===== src/rtl/keccak_pad_pkg.sv =====
// Shared keccak constants, pad bytes and padder state encoding.
// Build option: KECCAK_PAD_SHA3_EN selects the SHA-3 domain-separation first pad byte.
package pkg_keccak;

  localparam int IN_BUF_SIZE = 64;
  localparam int RATE_WORDS  = 1024 / IN_BUF_SIZE;

`ifdef KECCAK_PAD_SHA3_EN
  localparam logic [7:0] KECCAK_PAD_FIRST = 8'h06;
`else
  localparam logic [7:0] KECCAK_PAD_FIRST = 8'h01;
`endif
  localparam logic [7:0] KECCAK_PAD_LAST  = 8'h80;

  typedef enum logic [2:0] {
    PS_IDLE, PS_START, PS_DATA, PS_PAD, PS_BLK_WAIT, PS_LAST
  } pad_state_t;

endpackage


===== src/rtl/keccak_pad_if.sv =====
// Message stream into the padder: data word, last/byte-count qualifiers and ready.
interface keccak_pad_if #(parameter int W = 64);

    logic [W-1:0] S_data;
    logic         S_valid;
    logic         S_last;
    logic [3:0]   S_bytes;
    logic         S_ready;

    modport master (output S_data, S_valid, S_last, S_bytes, input  S_ready);
    modport slave  (input  S_data, S_valid, S_last, S_bytes, output S_ready);

endinterface


===== src/rtl/keccak_pad_word.sv =====
// Builds one rate word: keeps the first n bytes, optionally adds the first pad
// byte at position n and the final pad bit in the top byte.
module keccak_pad_word
    import pkg_keccak::*;
#(
    parameter int W = IN_BUF_SIZE
) (
    input  logic [W-1:0] data_i,
    input  logic [3:0]   n_i,
    input  logic         pad_first_i,
    input  logic         is_word15_i,
    output logic [W-1:0] word_o
);

    localparam int NB = W / 8;

    // NOTE: word_o gets a full default first so no path through this block can infer a latch.
    always_comb begin
        word_o = '0;
        for (int k = 0; k < NB; k++) begin
            if (k < int'(n_i))
                word_o[8*k +: 8] = data_i[8*k +: 8];
            if (pad_first_i && (k == int'(n_i)))
                word_o[8*k +: 8] = word_o[8*k +: 8] | KECCAK_PAD_FIRST;
        end
        if (is_word15_i)
            word_o[W-1 -: 8] = word_o[W-1 -: 8] | KECCAK_PAD_LAST;
    end

endmodule


===== src/rtl/keccak_pad.sv =====
// pad10*1 message padder and word sequencer feeding the keccak core.
// Build option: KECCAK_PAD_SHA3_EN (see pkg_keccak) changes the first pad byte.
module keccak_pad
    import pkg_keccak::*;
#(
    parameter int W          = IN_BUF_SIZE,
    parameter int RATE_WORDS = pkg_keccak::RATE_WORDS
) (
    input  logic          Clock,
    input  logic          Reset,
    keccak_pad_if.slave   s_if,
    input  logic          Core_buffer_full,
    input  logic          Core_ready,
    output logic          Start,
    output logic [W-1:0]  Din,
    output logic          Din_valid,
    output logic          Last_block,
    output logic          Busy
);

    localparam logic [2:0] ST_IDLE     = PS_IDLE;
    localparam logic [2:0] ST_START    = PS_START;
    localparam logic [2:0] ST_DATA     = PS_DATA;
    localparam logic [2:0] ST_PAD      = PS_PAD;
    localparam logic [2:0] ST_BLK_WAIT = PS_BLK_WAIT;
    localparam logic [2:0] ST_LAST     = PS_LAST;
    localparam logic [3:0] WC_LAST     = 4'(RATE_WORDS - 1);

    logic [2:0]   state_q, state_d;
    logic [3:0]   wc_q, wc_d;
    logic         pad_first_q, pad_first_d;
    logic         final_q, final_d;
    logic         seen_full_q, seen_full_d;
    logic         start_q, start_d;
    logic [W-1:0] din_q, din_d;
    logic         din_valid_q, din_valid_d;
    logic         last_block_q, last_block_d;
    logic         busy_q, busy_d;

    logic [3:0]   n_clamp;
    logic         tail, xfer, in_pad;
    logic [W-1:0] w_data, w_word;
    logic [3:0]   w_n;
    logic         w_pf, w_15;

    assign s_if.S_ready = (state_q == ST_DATA) && !Core_buffer_full;
    assign xfer         = s_if.S_valid && s_if.S_ready;
    assign n_clamp      = (s_if.S_bytes > 4'd8) ? 4'd8 : s_if.S_bytes;
    // A partial (or empty) final word carries the first pad byte itself.
    assign tail         = s_if.S_last && (n_clamp != 4'd8);

    // Generated pad words reuse the data path with an empty, all-zero input.
    assign in_pad = (state_q == ST_PAD);
    assign w_data = in_pad ? '0 : s_if.S_data;
    assign w_n    = in_pad ? 4'd0 : (s_if.S_last ? n_clamp : 4'd8);
    assign w_pf   = in_pad ? pad_first_q : tail;
    assign w_15   = (wc_q == WC_LAST) && (in_pad || tail);

    keccak_pad_word #(.W(W)) u_word (
        .data_i      (w_data),
        .n_i         (w_n),
        .pad_first_i (w_pf),
        .is_word15_i (w_15),
        .word_o      (w_word)
    );

    always_comb begin
        state_d      = state_q;
        wc_d         = wc_q;
        pad_first_d  = pad_first_q;
        final_d      = final_q;
        seen_full_d  = seen_full_q;
        start_d      = 1'b0;
        din_d        = din_q;
        din_valid_d  = 1'b0;
        last_block_d = 1'b0;
        busy_d       = busy_q;
        case (state_q)
            ST_IDLE: begin
                busy_d = 1'b0;
                if (s_if.S_valid) state_d = ST_START;
            end
            ST_START: begin
                start_d     = 1'b1;
                busy_d      = 1'b1;
                wc_d        = '0;
                pad_first_d = 1'b0;
                final_d     = 1'b0;
                seen_full_d = 1'b0;
                state_d     = ST_DATA;
            end
            ST_DATA: begin
                if (xfer) begin
                    din_d       = w_word;
                    din_valid_d = 1'b1;
                    wc_d        = wc_q + 4'd1;
                    if (s_if.S_last) begin
                        if (!tail) pad_first_d = 1'b1;
                        if (wc_q == WC_LAST) begin
                            final_d = tail;
                            state_d = ST_BLK_WAIT;
                        end else begin
                            state_d = ST_PAD;
                        end
                    end else if (wc_q == WC_LAST) begin
                        state_d = ST_BLK_WAIT;
                    end
                end
            end
            ST_PAD: begin
                if (!Core_buffer_full) begin
                    din_d       = w_word;
                    din_valid_d = 1'b1;
                    wc_d        = wc_q + 4'd1;
                    pad_first_d = 1'b0;
                    if (wc_q == WC_LAST) begin
                        final_d = 1'b1;
                        state_d = ST_BLK_WAIT;
                    end
                end
            end
            ST_BLK_WAIT: begin
                // The block is absorbed only once the core has raised and then dropped Buffer_full.
                if (Core_buffer_full) seen_full_d = 1'b1;
                if (seen_full_q && !Core_buffer_full) begin
                    seen_full_d = 1'b0;
                    if (final_q)          state_d = ST_LAST;
                    else if (pad_first_q) state_d = ST_PAD;
                    else                  state_d = ST_DATA;
                end
            end
            ST_LAST: begin
                if (Core_ready) begin
                    last_block_d = 1'b1;
                    final_d      = 1'b0;
                    state_d      = ST_IDLE;
                end
            end
            default: state_d = ST_IDLE;
        endcase
    end

    // NOTE: sequential state uses non-blocking assignments so every register samples pre-edge values.
    always_ff @(posedge Clock or posedge Reset) begin
        if (Reset) begin
            state_q      <= ST_IDLE;
            wc_q         <= '0;
            pad_first_q  <= 1'b0;
            final_q      <= 1'b0;
            seen_full_q  <= 1'b0;
            start_q      <= 1'b0;
            din_q        <= '0;
            din_valid_q  <= 1'b0;
            last_block_q <= 1'b0;
            busy_q       <= 1'b0;
        end else begin
            state_q      <= state_d;
            wc_q         <= wc_d;
            pad_first_q  <= pad_first_d;
            final_q      <= final_d;
            seen_full_q  <= seen_full_d;
            start_q      <= start_d;
            din_q        <= din_d;
            din_valid_q  <= din_valid_d;
            last_block_q <= last_block_d;
            busy_q       <= busy_d;
        end
    end

    assign Start      = start_q;
    assign Din        = din_q;
    assign Din_valid  = din_valid_q;
    assign Last_block = last_block_q;
    assign Busy       = busy_q;

endmodule


===== src/flat_wrapper.sv =====
// flat-port wrapper written by rule: the top's interface ports become plain ports
module keccak_pad_flat import pkg_keccak::*;
#(
    parameter int W          = IN_BUF_SIZE,
    parameter int RATE_WORDS = pkg_keccak::RATE_WORDS
)
  (Clock, Reset, Core_buffer_full, Core_ready, Start, Din, Din_valid, Last_block, Busy, s_if_S_data, s_if_S_valid, s_if_S_last, s_if_S_bytes, s_if_S_ready);
  keccak_pad_if #(.W(W)) s_if_i ();
  input  logic Clock;
  input  logic Reset;
  input  logic Core_buffer_full;
  input  logic Core_ready;
  output logic Start;
  output logic [W-1:0] Din;
  output logic Din_valid;
  output logic Last_block;
  output logic Busy;
  input wire logic [$bits(s_if_i.S_data)-1:0] s_if_S_data;
  input wire logic [$bits(s_if_i.S_valid)-1:0] s_if_S_valid;
  input wire logic [$bits(s_if_i.S_last)-1:0] s_if_S_last;
  input wire logic [$bits(s_if_i.S_bytes)-1:0] s_if_S_bytes;
  output wire logic [$bits(s_if_i.S_ready)-1:0] s_if_S_ready;
  assign s_if_i.S_data = s_if_S_data;
  assign s_if_i.S_valid = s_if_S_valid;
  assign s_if_i.S_last = s_if_S_last;
  assign s_if_i.S_bytes = s_if_S_bytes;
  assign s_if_S_ready = s_if_i.S_ready;
  keccak_pad #(.W(W), .RATE_WORDS(RATE_WORDS)) u_core (.Clock(Clock), .Reset(Reset), .s_if(s_if_i), .Core_buffer_full(Core_buffer_full), .Core_ready(Core_ready), .Start(Start), .Din(Din), .Din_valid(Din_valid), .Last_block(Last_block), .Busy(Busy));
endmodule

===== config.mk =====
export PLATFORM = sky130hd
export DESIGN_NAME = keccak_pad_flat
export DESIGN_NICKNAME = d
export VERILOG_FILES = /design/src/rtl/keccak_pad_pkg.sv /design/src/rtl/keccak_pad_if.sv /design/src/rtl/keccak_pad_word.sv /design/src/rtl/keccak_pad.sv /design/src/flat_wrapper.sv
export SDC_FILE = /design/constraint.sdc
export NUM_CORES = 1
export LEC_CHECK = 0
export BUFFER_PORTS_ARGS = -buffer_cell sky130_fd_sc_hd__buf_2
export CAP_MARGIN = 20
export CORE_ASPECT_RATIO = 0.6
export CORE_MARGIN = 2
export CORE_UTILIZATION = 47
export CTS_CLUSTER_DIAMETER = 50
export DETAILED_ROUTE_END_ITERATION = 6
export PLACE_DENSITY = 0.88
export SLEW_MARGIN = 20
export SYNTH_ARGS = -nofsm -noshare
export SYNTH_HDL_FRONTEND = slang
export SYNTH_SLANG_ARGS = --single-unit

===== constraint.sdc =====
create_clock -name Clock -period 2.7 [get_ports Clock]
set_clock_uncertainty 0.2 [all_clocks]
set_input_delay 0.27 -clock Clock [delete_from_list [all_inputs] [get_ports Clock]]
set_output_delay 0.27 -clock Clock [all_outputs]
set_load 0.1 [all_outputs]

==> impl_metrics.json, run 1 <==
{
  "startpoint": "u_core.state_q[2]$_DFFE_PP0P_",
  "use_met2_pct": 44.7,
  "synth_top_area_cell": "dfrtp_1",
  "ys_top_cells_by_count": "78 x dfrtp_1, 57 x a22o_1, 14 x nand2_1, 14 x o21ai_0, 8 x clkbuf_1",
  "synth_seq_cells": 78,
  "seq_area_frac_synth_pct": 59.2,
  "endpoint_kind": "flip-flop",
  "worstMarginPinSlew_ns": 0.765,
  "cts_tree": "yes",
  "grt_max_degree": 48,
  "antenna_found_initial": 0,
  "critPathLaunchType": "flip-flop",
  "r2r-end": "u_core.Din[49]$_DFFE_PP0P_",
  "nNetsFinal": 542,
  "viasPerCell": 5.57,
  "hold-path-endpoint": "u_core.Last_block$_DFF_PP0_",
  "rrSetupSlack_ns": 0.58,
  "fin_tns_setup_ns": 0,
  "finalHoldViolations": 0,
  "clk_pin_slew_worst_paths_ns": 0.06,
  "path_max_fanout": 12,
  "die_h_um": 68.9,
  "largest_reg_flops": 64,
  "synth_top_area_share_pct": 59.2,
  "synthSimpleGateAreaFrac_pct": 10.8,
  "ys_top_cells_by_area": "dfrtp_1 59%, a22o_1 15%, o21ai_0 2.1%",
  "critPathKind": "reg -> reg",
  "clockBufferDepth": 2,
  "avgSynthCellArea_um2": 12.3,
  "worstPathRequired_ns": 2.76,
  "path_delay_family": "simple AND/OR/NAND/NOR gates",
  "hold_path_depth": 2,
  "rsz0062_at_grt": "no",
  "dieArea_um2": 7730,
  "gp_congestion": 0.955,
  "ys_types": 51,
  "fin_crit_ns": 2.12,
  "syn_nets": 344,
  "drcViolationCount": 0,
  "max_cap_violations": 0,
  "async_flop_share_pct": 100,
  "grt_usage_pct": 27.3,
  "max_slew_margin_pct": 48.9,
  "drt_wl_total_um": 10500,
  "synth_area_um2": 3300,
  "grt_pass1_vias": 3076,
  "synth_compound_area_share_pct": 24.7,
  "status": "finished, final reports clean",
  "slew_viol_final": 0,
  "ys.flop_type": "dfrtp_1",
  "hp-class": "in -> reg",
  "drive_gt1_share_pct": 38.6,
  "cp_cell_sequence": "nor4b_4, nand2_1, buf_4, a21oi_4, a22o_1",
  "max_freq_mhz": 472,
  "htree_levels": 3,
  "start_util_pct": 49.0,
  "cts_sinks": 78,
  "wl_per_cell_um": 18.8,
  "muxShareOfSynthArea_pct": 0.910,
  "setup_viol": 0,
  "dr.pass1.iters": 4,
  "cts_root_buffer": "clkbuf_16",
  "port_buffers": 142,
  "r2r-start": "u_core.state_q[2]$_DFFE_PP0P_",
  "rows": 23,
  "hold_path_startpoint": "Core_ready",
  "grt.busiest_layer": "met2",
  "synthToLayoutAreaGrowth_pct": 50.3,
  "synth_top_family_by_area": "compound AO/OA/AOI/OAI gates",
  "post_cts_buffers": 0,
  "pin_count": 143,
  "worstSkewPairLatency_ns": 0.33,
  "cts_buffers": 9,
  "grtUsageMet1_pct": 35.7,
  "syn_inst": 269,
  "overflow": 0,
  "yosysWarnings": 0,
  "synth_most_common_cell": "dfrtp_1",
  "via_count": 3113,
  "grt_pass1_wl_um": 16100,
  "post_synth_fa_ha_maj_area_fraction_pct": 0.379,
  "num_antenna_cells": 0,
  "antenna_left": 0,
  "core-area_um2": 6730,
  "drt_iter0_markers": 262,
  "use_met3_pct": 7.95,
  "slowest_stage": "dfrtp_1",
  "cp.arrival_ns": 2.18,
  "crit_buf_inv": 1,
  "rr_worst_depth": 5,
  "synth_edf_count": 0,
  "synth_xor_area_share_pct": 0.531,
  "min_period_over_period_pct": 78.5,
  "cpPeakStageDelay_ns": 0.52,
  "die_w_um": 112,
  "dp_hpwl_um": 6320
}
-- cell families after synthesis --
logic type               after synthesis
AO/OA/AOI/OAI                        102
multiplexers                           3
adder cells (fa/ha/maj)                1
buffers and inverters                 25
AND/OR/NAND/NOR                       58
flip-flops                            78
XOR/XNOR                               2
-- metal layers --
layer  share of wire [%]  up-vias
met1                  43     1514
met2                  47      169
met3                 7.6       22
met4                 2.0        0
met5                   0        -
li1                    -     1408
-- worst reg2reg max path: stages, from the launching register on --
cell	delay [ns]
dfrtp_1	0.52
nor4b_4	0.31
nand2_1	0.28
buf_4	0.29
a21oi_4	0.25
a22o_1	0.20
-- cell usage in the layout, fill, tap and decap left out, drive strengths merged, types with 2 or more instances in the layout --
cell           n
inv            5
nand4          2
a21o           2
nand2         14
nor2          13
dfrtp         78
and3           3
a21oi          9
o21bai         2
nor3           3
clkinv         4
nand2b         6
o22ai          3
nand3          6
o21ai         16
dlygate4sd3   57
buf          149
nor3b          3
mux2i          3
a22o          57
clkbuf        11
a31oi          3
-- area by class of cell --
cell class	instances	area (um^2)
multi-input cells	166	1230
flip-flops and latches	78	1950
clock buffers	11	233
inverters	6	23.8
fillers	443	1780
repair buffers	206	1350
clock inverters	5	60.1
well taps	87	109
-- what timing repair did --
action	in CTS	in global routing
resized for setup	0	0
hold endpoints to repair	87	0
hold buffers	57	0
-- stage by stage --
step           hold WS, ns  cells  utilization, %  area, um^2  setup WS [ns]
6_report            0.0126    559            73.6        4960          0.581
5_1_grt            0.00951    559            73.6        4960          0.504
3_5_place_dp         0.148    486            60.8        4100          0.627
2_1_floorplan        0.203    269               -        3300         0.0242
4_1_cts            0.00665    559            73.6        4960          0.599
3_3_place_gp         0.131    486            60.8        4100          0.705
-- worst max path at each step --
stage / end / slack, ns / depth (start not counted)
floorplan: u_core.Din[49]$_DFFE_PP0P_ / 0.02 / 6
global placement: u_core.state_q[0]$_DFFE_PP0P_ / 0.70 / 5
detailed placement: u_core.Din[54]$_DFFE_PP0P_ / 0.63 / 5
CTS: s_if_S_ready / 0.60 / 2
global route: u_core.Din[26]$_DFFE_PP0P_ / 0.50 / 5
finish: u_core.Din[49]$_DFFE_PP0P_ / 0.58 / 5
Power of run 1 is left out: the tool's default activity adds up to more than one toggle a clock period on the data nets, which glitch-free logic cannot reach.
==> run 2, diff against run 1 <==
--- a/config.mk
+++ b/config.mk
@@ -5,14 +5,15 @@
 export SDC_FILE = /design/constraint.sdc
 export NUM_CORES = 1
 export LEC_CHECK = 0
+export ABC_AREA = 1
 export BUFFER_PORTS_ARGS = -buffer_cell sky130_fd_sc_hd__buf_2
 export CAP_MARGIN = 20
 export CORE_ASPECT_RATIO = 0.6
 export CORE_MARGIN = 2
-export CORE_UTILIZATION = 47
+export CORE_UTILIZATION = 43
 export CTS_CLUSTER_DIAMETER = 50
 export DETAILED_ROUTE_END_ITERATION = 6
-export PLACE_DENSITY = 0.88
+export PLACE_DENSITY = 0.84
 export SLEW_MARGIN = 20
 export SYNTH_ARGS = -nofsm -noshare
 export SYNTH_HDL_FRONTEND = slang
==> constraint.sdc (replaced) <==
create_clock -name Clock -period 1.9 [get_ports Clock]
set_clock_uncertainty 0.2 [all_clocks]
set_input_delay 0.19 -clock Clock [delete_from_list [all_inputs] [get_ports Clock]]
set_output_delay 0.19 -clock Clock [all_outputs]
set_load 0.1 [all_outputs]
==> run 2 against run 1 <==
Synthesized area rose by 5.9%. Sequential cell count unchanged. Cell count up 35%.
==> impl_metrics.json, run 2 <==
{
  "status": "finished, final reports clean",
  "syn_inst": 424,
  "worstSkewPairLatency_ns": 0.33,
  "synth_most_common_cell": "nand2_1",
  "htree_levels": 3,
  "num_antenna_cells": 0,
  "drive_gt1_share_pct": 29.8,
  "fin_crit_ns": 1.86,
  "grt_pass1_wl_um": 17400,
  "rsz0062_at_grt": "yes",
  "worstPathRequired_ns": 1.51,
  "drt_wl_total_um": 11200,
  "crit_buf_inv": 2,
  "dp_slack_ns": 0.110,
  "dp_hpwl_um": 7100,
  "nNetsFinal": 717,
  "cts_root_buffer": "clkbuf_16",
  "avgSynthCellArea_um2": 8.24,
  "gp_congestion": 0.941,
  "pin_count": 143,
  "path_delay_family": "flip-flops",
  "endpoint_kind": "primary output",
  "core-area_um2": 7880,
  "setup_viol": 0,
  "viasPerCell": 5.02,
  "antenna_left": 0,
  "die_h_um": 73.8,
  "cp.arrival_ns": 1.47,
  "port_buffers": 142,
  "antenna_found_initial": 0,
  "synthToLayoutAreaGrowth_pct": 56.7,
  "max_slew_margin_pct": 66.0,
  "async_flop_share_pct": 100,
  "cpPeakStageDelay_ns": 0.44,
  "critPathKind": "reg -> out",
  "critPathLaunchType": "flip-flop",
  "worstMarginPinSlew_ns": 0.514,
  "final_common_cell": "nand2_1",
  "yosysWarnings": 0,
  "fillCellCount": 595,
  "ys.flop_type": "dfrtp_1",
  "slowest_stage": "dfrtp_2",
  "largest_reg_flops": 64,
  "clk_pin_slew_worst_paths_ns": 0.06,
  "die_w_um": 120,
  "max_cap_violations": 0,
  "rows": 25,
  "cts_tree": "yes",
  "layout_common_cells": "164 x nand2_1, 141 x buf_2, 76 x dfrtp_1",
  "hp-class": "in -> reg",
  "seq_area_frac_synth_pct": 55.9,
  "max_freq_mhz": 538,
  "dr.pass1.iters": 5,
  "regArea_um2": 1950,
  "path_max_fanout": 3,
  "utilization_pct": 69.4,
  "synth_top_area_share_pct": 55.9,
  "synth_area_um2": 3490,
  "grt_max_degree": 79,
  "multi_input_area_um2": 1380,
  "min_period_over_period_pct": 97.7,
  "syn_nets": 499,
  "ys_types": 29,
  "grt_pass1_vias": 3664,
  "dieArea_um2": 8880,
  "overflow": 0,
  "grt_usage_pct": 25.2,
  "drcViolationCount": 0,
  "fin_area_um2": 5470,
  "start_util_pct": 44.3,
  "dpl-instance-area_um2": 4420,
  "cts_buffers": 9,
  "wl_per_cell_um": 14.8,
  "synth_top_area_cell": "dfrtp_1",
  "cts_sinks": 78,
  "cp_cell_sequence": "buf_6, or2_4, nor2_4, buf_12",
  "drt_iter0_markers": 233,
  "ys_top_cells_by_count": "170 x nand2_1, 78 x dfrtp_1, 55 x nand3_1",
  "synth_edf_count": 0,
  "slew_viol_final": 0,
  "finalHoldViolations": 0,
  "synth_seq_cells": 78,
  "ys_top_cells_by_area": "dfrtp_1 56%, nand2_1 18%, nand3_1 7.9%",
  "via_count": 3792,
  "setup_ws_ns": 0.0428,
  "clockBufferDepth": 2
}
[run 2: cell count changes in the layout (fill, tap and decap cells not counted), sizes merged, moves of 4 or more]
cell and change:
o21ai +19, nand2b -6, buf +12, nand2 +157
a22o -57, a21oi -4, nand3 +49, inv +15
nor2 +10, dlygate4sd3 +6
[run 2: timing repair]
action | CTS | global route
pin swaps | 2 | 2
setup buffers | 2 | 0
setup endpoints to repair | 1 | 37
hold endpoints to repair | 139 | 0
hold buffers | 63 | 0
resized for setup | 3 | 13
[run 2: worst min-delay path, cell delays in order]
cell     delay, ns
buf_2         0.14
inv_1         0.09
o21ai_0       0.09
[run 2: final timing paths]
path                                               start                              to  slack (ns)  cells after the start
setup / recovery           u_core.state_q[0]$_DFFE_PP0P_                    s_if_S_ready        0.04                      4
hold / removal                          Core_buffer_full  u_core.seen_full_q$_DFFE_PP0P_        0.03                      3
setup reg to reg           u_core.state_q[0]$_DFFE_PP0P_      u_core.Din[39]$_DFFE_PP0P_        0.07                      7
hold reg to reg               u_core.Din[10]$_DFFE_PP0P_      u_core.Din[10]$_DFFE_PP0P_        0.27                      2
max in group asynchronous                          Reset   u_core.state_q[0]$_DFFE_PP0P_        0.84                      4
min in group asynchronous                          Reset      u_core.Din[26]$_DFFE_PP0P_        0.34                      4
[run 2: cell type report]
type | count | share of cell area (%)
repair buffers | 224 | 28.4
clock inverters | 3 | 1.65
clock buffers | 13 | 4.76
inverters | 24 | 1.81
flip-flops and latches | 78 | 35.7
well taps | 108 | 2.47
multi-input cells | 305 | 25.2
[run 2: cell families after synthesis]
family	Yosys count	synth area share, %
AO/OA/AOI/OAI	46	7.20
adder cells (fa/ha/maj)	1	0.358
buffers and inverters	41	5.77
flip-flops	78	55.9
AND/OR/NAND/NOR	258	30.8
[run 2: per-stage QoR]
step                      TNS, ns  instances  hold WS, ns
after floorplan            -0.116        424        0.124
after global placement          0        674        0.137
after detailed placement        0        674        0.141
after CTS                       0        755       0.0172
after global routing       -0.102        755       0.0470
final                           0        755       0.0295
[run 2: per-layer routing]
metal	track usage [%]	up-vias	routed length, um
met3	7.45	23	908
met2	44.4	169	5410
met5	0	-	0
met4	7.36	0	225
met1	30.5	1794	4660
li1	-	1806	-
Power of run 2 is left out for the same reason.
==> run 3, diff against run 2 <==
--- a/config.mk
+++ b/config.mk
@@ -13,6 +13,7 @@
 export CORE_UTILIZATION = 43
 export CTS_CLUSTER_DIAMETER = 50
 export DETAILED_ROUTE_END_ITERATION = 6
+export HOLD_SLACK_MARGIN = 0.1
 export PLACE_DENSITY = 0.84
 export SLEW_MARGIN = 20
 export SYNTH_ARGS = -nofsm -noshare
==> run 3 against run 2 <==
Routed wire length increased by 1.2%. Clock-buffer cell count unchanged. Die area unchanged.
==> impl_metrics.json, run 3 (synthesized netlist as in run 2, its figures left out) <==
{
  "antenna_left": 0,
  "fin_tns_setup_ns": 0,
  "status": "finished, final reports clean",
  "grt_pass1_vias": 3702,
  "final_common_cell": "nand2_1",
  "worstSkewPairLatency_ns": 0.33,
  "pin_count": 143,
  "via_count": 3808,
  "cp_cell_sequence": "buf_4, or2_4, nor2_4, buf_12",
  "finalHoldViolations": 0,
  "antenna_found_initial": 0,
  "worstMarginPinSlew_ns": 0.510,
  "critPathLaunchType": "flip-flop",
  "cts_tree": "yes",
  "r2r-start": "u_core.state_q[0]$_DFFE_PP0P_",
  "drive_gt1_share_pct": 30.1,
  "rows": 25,
  "max_slew_margin_pct": 66.2,
  "path_max_fanout": 3,
  "gp_congestion": 0.941,
  "endpoint_kind": "primary output",
  "viasPerCell": 4.99,
  "fin_crit_ns": 1.87,
  "htree_levels": 3,
  "largest_reg_flops": 64,
  "clockBufferDepth": 2,
  "clk_pin_slew_worst_paths_ns": 0.06,
  "hold_path_startpoint": "s_if_S_valid",
  "rsz0062_at_grt": "yes",
  "rrSetupSlack_ns": 0.11,
  "wl_per_cell_um": 14.9,
  "dieArea_um2": 8880,
  "critPathKind": "reg -> out",
  "dr.pass1.iters": 5,
  "nNetsFinal": 725,
  "max_freq_mhz": 536,
  "cts_sinks": 78,
  "regArea_um2": 1950,
  "hp-class": "in -> reg",
  "grt_pass1_wl_um": 17600,
  "worstPathRequired_ns": 1.51,
  "grt_max_degree": 79,
  "cp.arrival_ns": 1.48,
  "drt_wl_total_um": 11300,
  "drt_iter0_markers": 230,
  "layout_common_cells": "164 x nand2_1, 141 x buf_2, 76 x dfrtp_1",
  "overflow": 0,
  "port_buffers": 142,
  "cts_buffers": 9,
  "synthToLayoutAreaGrowth_pct": 59.4,
  "fillCellCount": 586,
  "setup_viol": 0,
  "die_h_um": 73.8,
  "dp_hpwl_um": 7100,
  "slowest_stage": "dfrtp_2",
  "startpoint": "u_core.state_q[0]$_DFFE_PP0P_",
  "grt_usage_pct": 25.6,
  "core-area_um2": 7880,
  "cts_root_buffer": "clkbuf_16",
  "cpPeakStageDelay_ns": 0.43,
  "multi_input_area_um2": 1390,
  "drcViolationCount": 0,
  "max_cap_violations": 0,
  "num_antenna_cells": 0,
  "min_period_over_period_pct": 98.3,
  "slew_viol_final": 0,
  "die_w_um": 120,
  "start_util_pct": 44.3
}
==> run 3: cell count changes in the layout (fill, tap and decap cells not counted), sizes merged <==
cell and change:
clkinv -1, dlygate4sd3 +8, inv +1
==> run 3: worst max-delay path: cells and delay by family (launching register included) <==
family                 cells  cell delay (ns)
AND/OR/NAND/NOR            2             0.38
buffers and inverters      2             0.33
flip-flops                 1             0.43
==> run 3: per-stage QoR <==
stage / setup slack [ns] / area, um^2 / hold slack (ns) / util (%) / cells
detailed placement: 0.110 / 4420 / 0.141 / 56.1 / 674
global placement: 0.156 / 4420 / 0.137 / 56.1 / 674
CTS: 0.00192 / 5520 / 0.128 / 70.0 / 763
global route: -0.0444 / 5570 / 0.184 / 70.6 / 763
floorplan: -0.116 / 3500 / 0.124 / - / 424
finish: 0.0329 / 5570 / 0.149 / 70.6 / 763
==> run 3: area by class of cell <==
cell class | instances | area share, %
multi-input cells | 305 | 25.0
well taps | 108 | 2.43
clock inverters | 3 | 1.62
inverters | 24 | 1.78
repair buffers | 232 | 29.4
clock buffers | 13 | 4.68
flip-flops and latches | 78 | 35.1
==> run 3: metal layers <==
layer | vias up | wire, um | GRT usage, %
met2 | 166 | 5570 | 45.3
met4 | 0 | 187 | 7.49
met1 | 1804 | 4710 | 30.8
met5 | - | 0 | 0
met3 | 22 | 860 | 7.53
li1 | 1816 | - | -
==> run 3: what timing repair did <==
| action | 4_1_cts | 5_1_grt |
|---|---|---|
| gates resized for setup | 3 | 17 |
| endpoints found under the hold margin | 145 | 0 |
| hold buffers | 71 | 0 |
| pin swaps | 2 | 2 |
| setup endpoints to repair | 1 | 46 |
| setup buffers | 2 | 0 |
==> run 3: path summary, 6_finish.rpt <==
kind / to / depth (start not counted)
max: s_if_S_ready / 4
min: u_core.state_q[1]$_DFFE_PP0P_ / 4
max reg2reg: u_core.Din[39]$_DFFE_PP0P_ / 7
min reg2reg: u_core.Din[10]$_DFFE_PP0P_ / 2
max in group asynchronous: u_core.state_q[0]$_DFFE_PP0P_ / 4
min in group asynchronous: u_core.Din[39]$_DFFE_PP0P_ / 4
Power of run 3 is left out for the same reason.
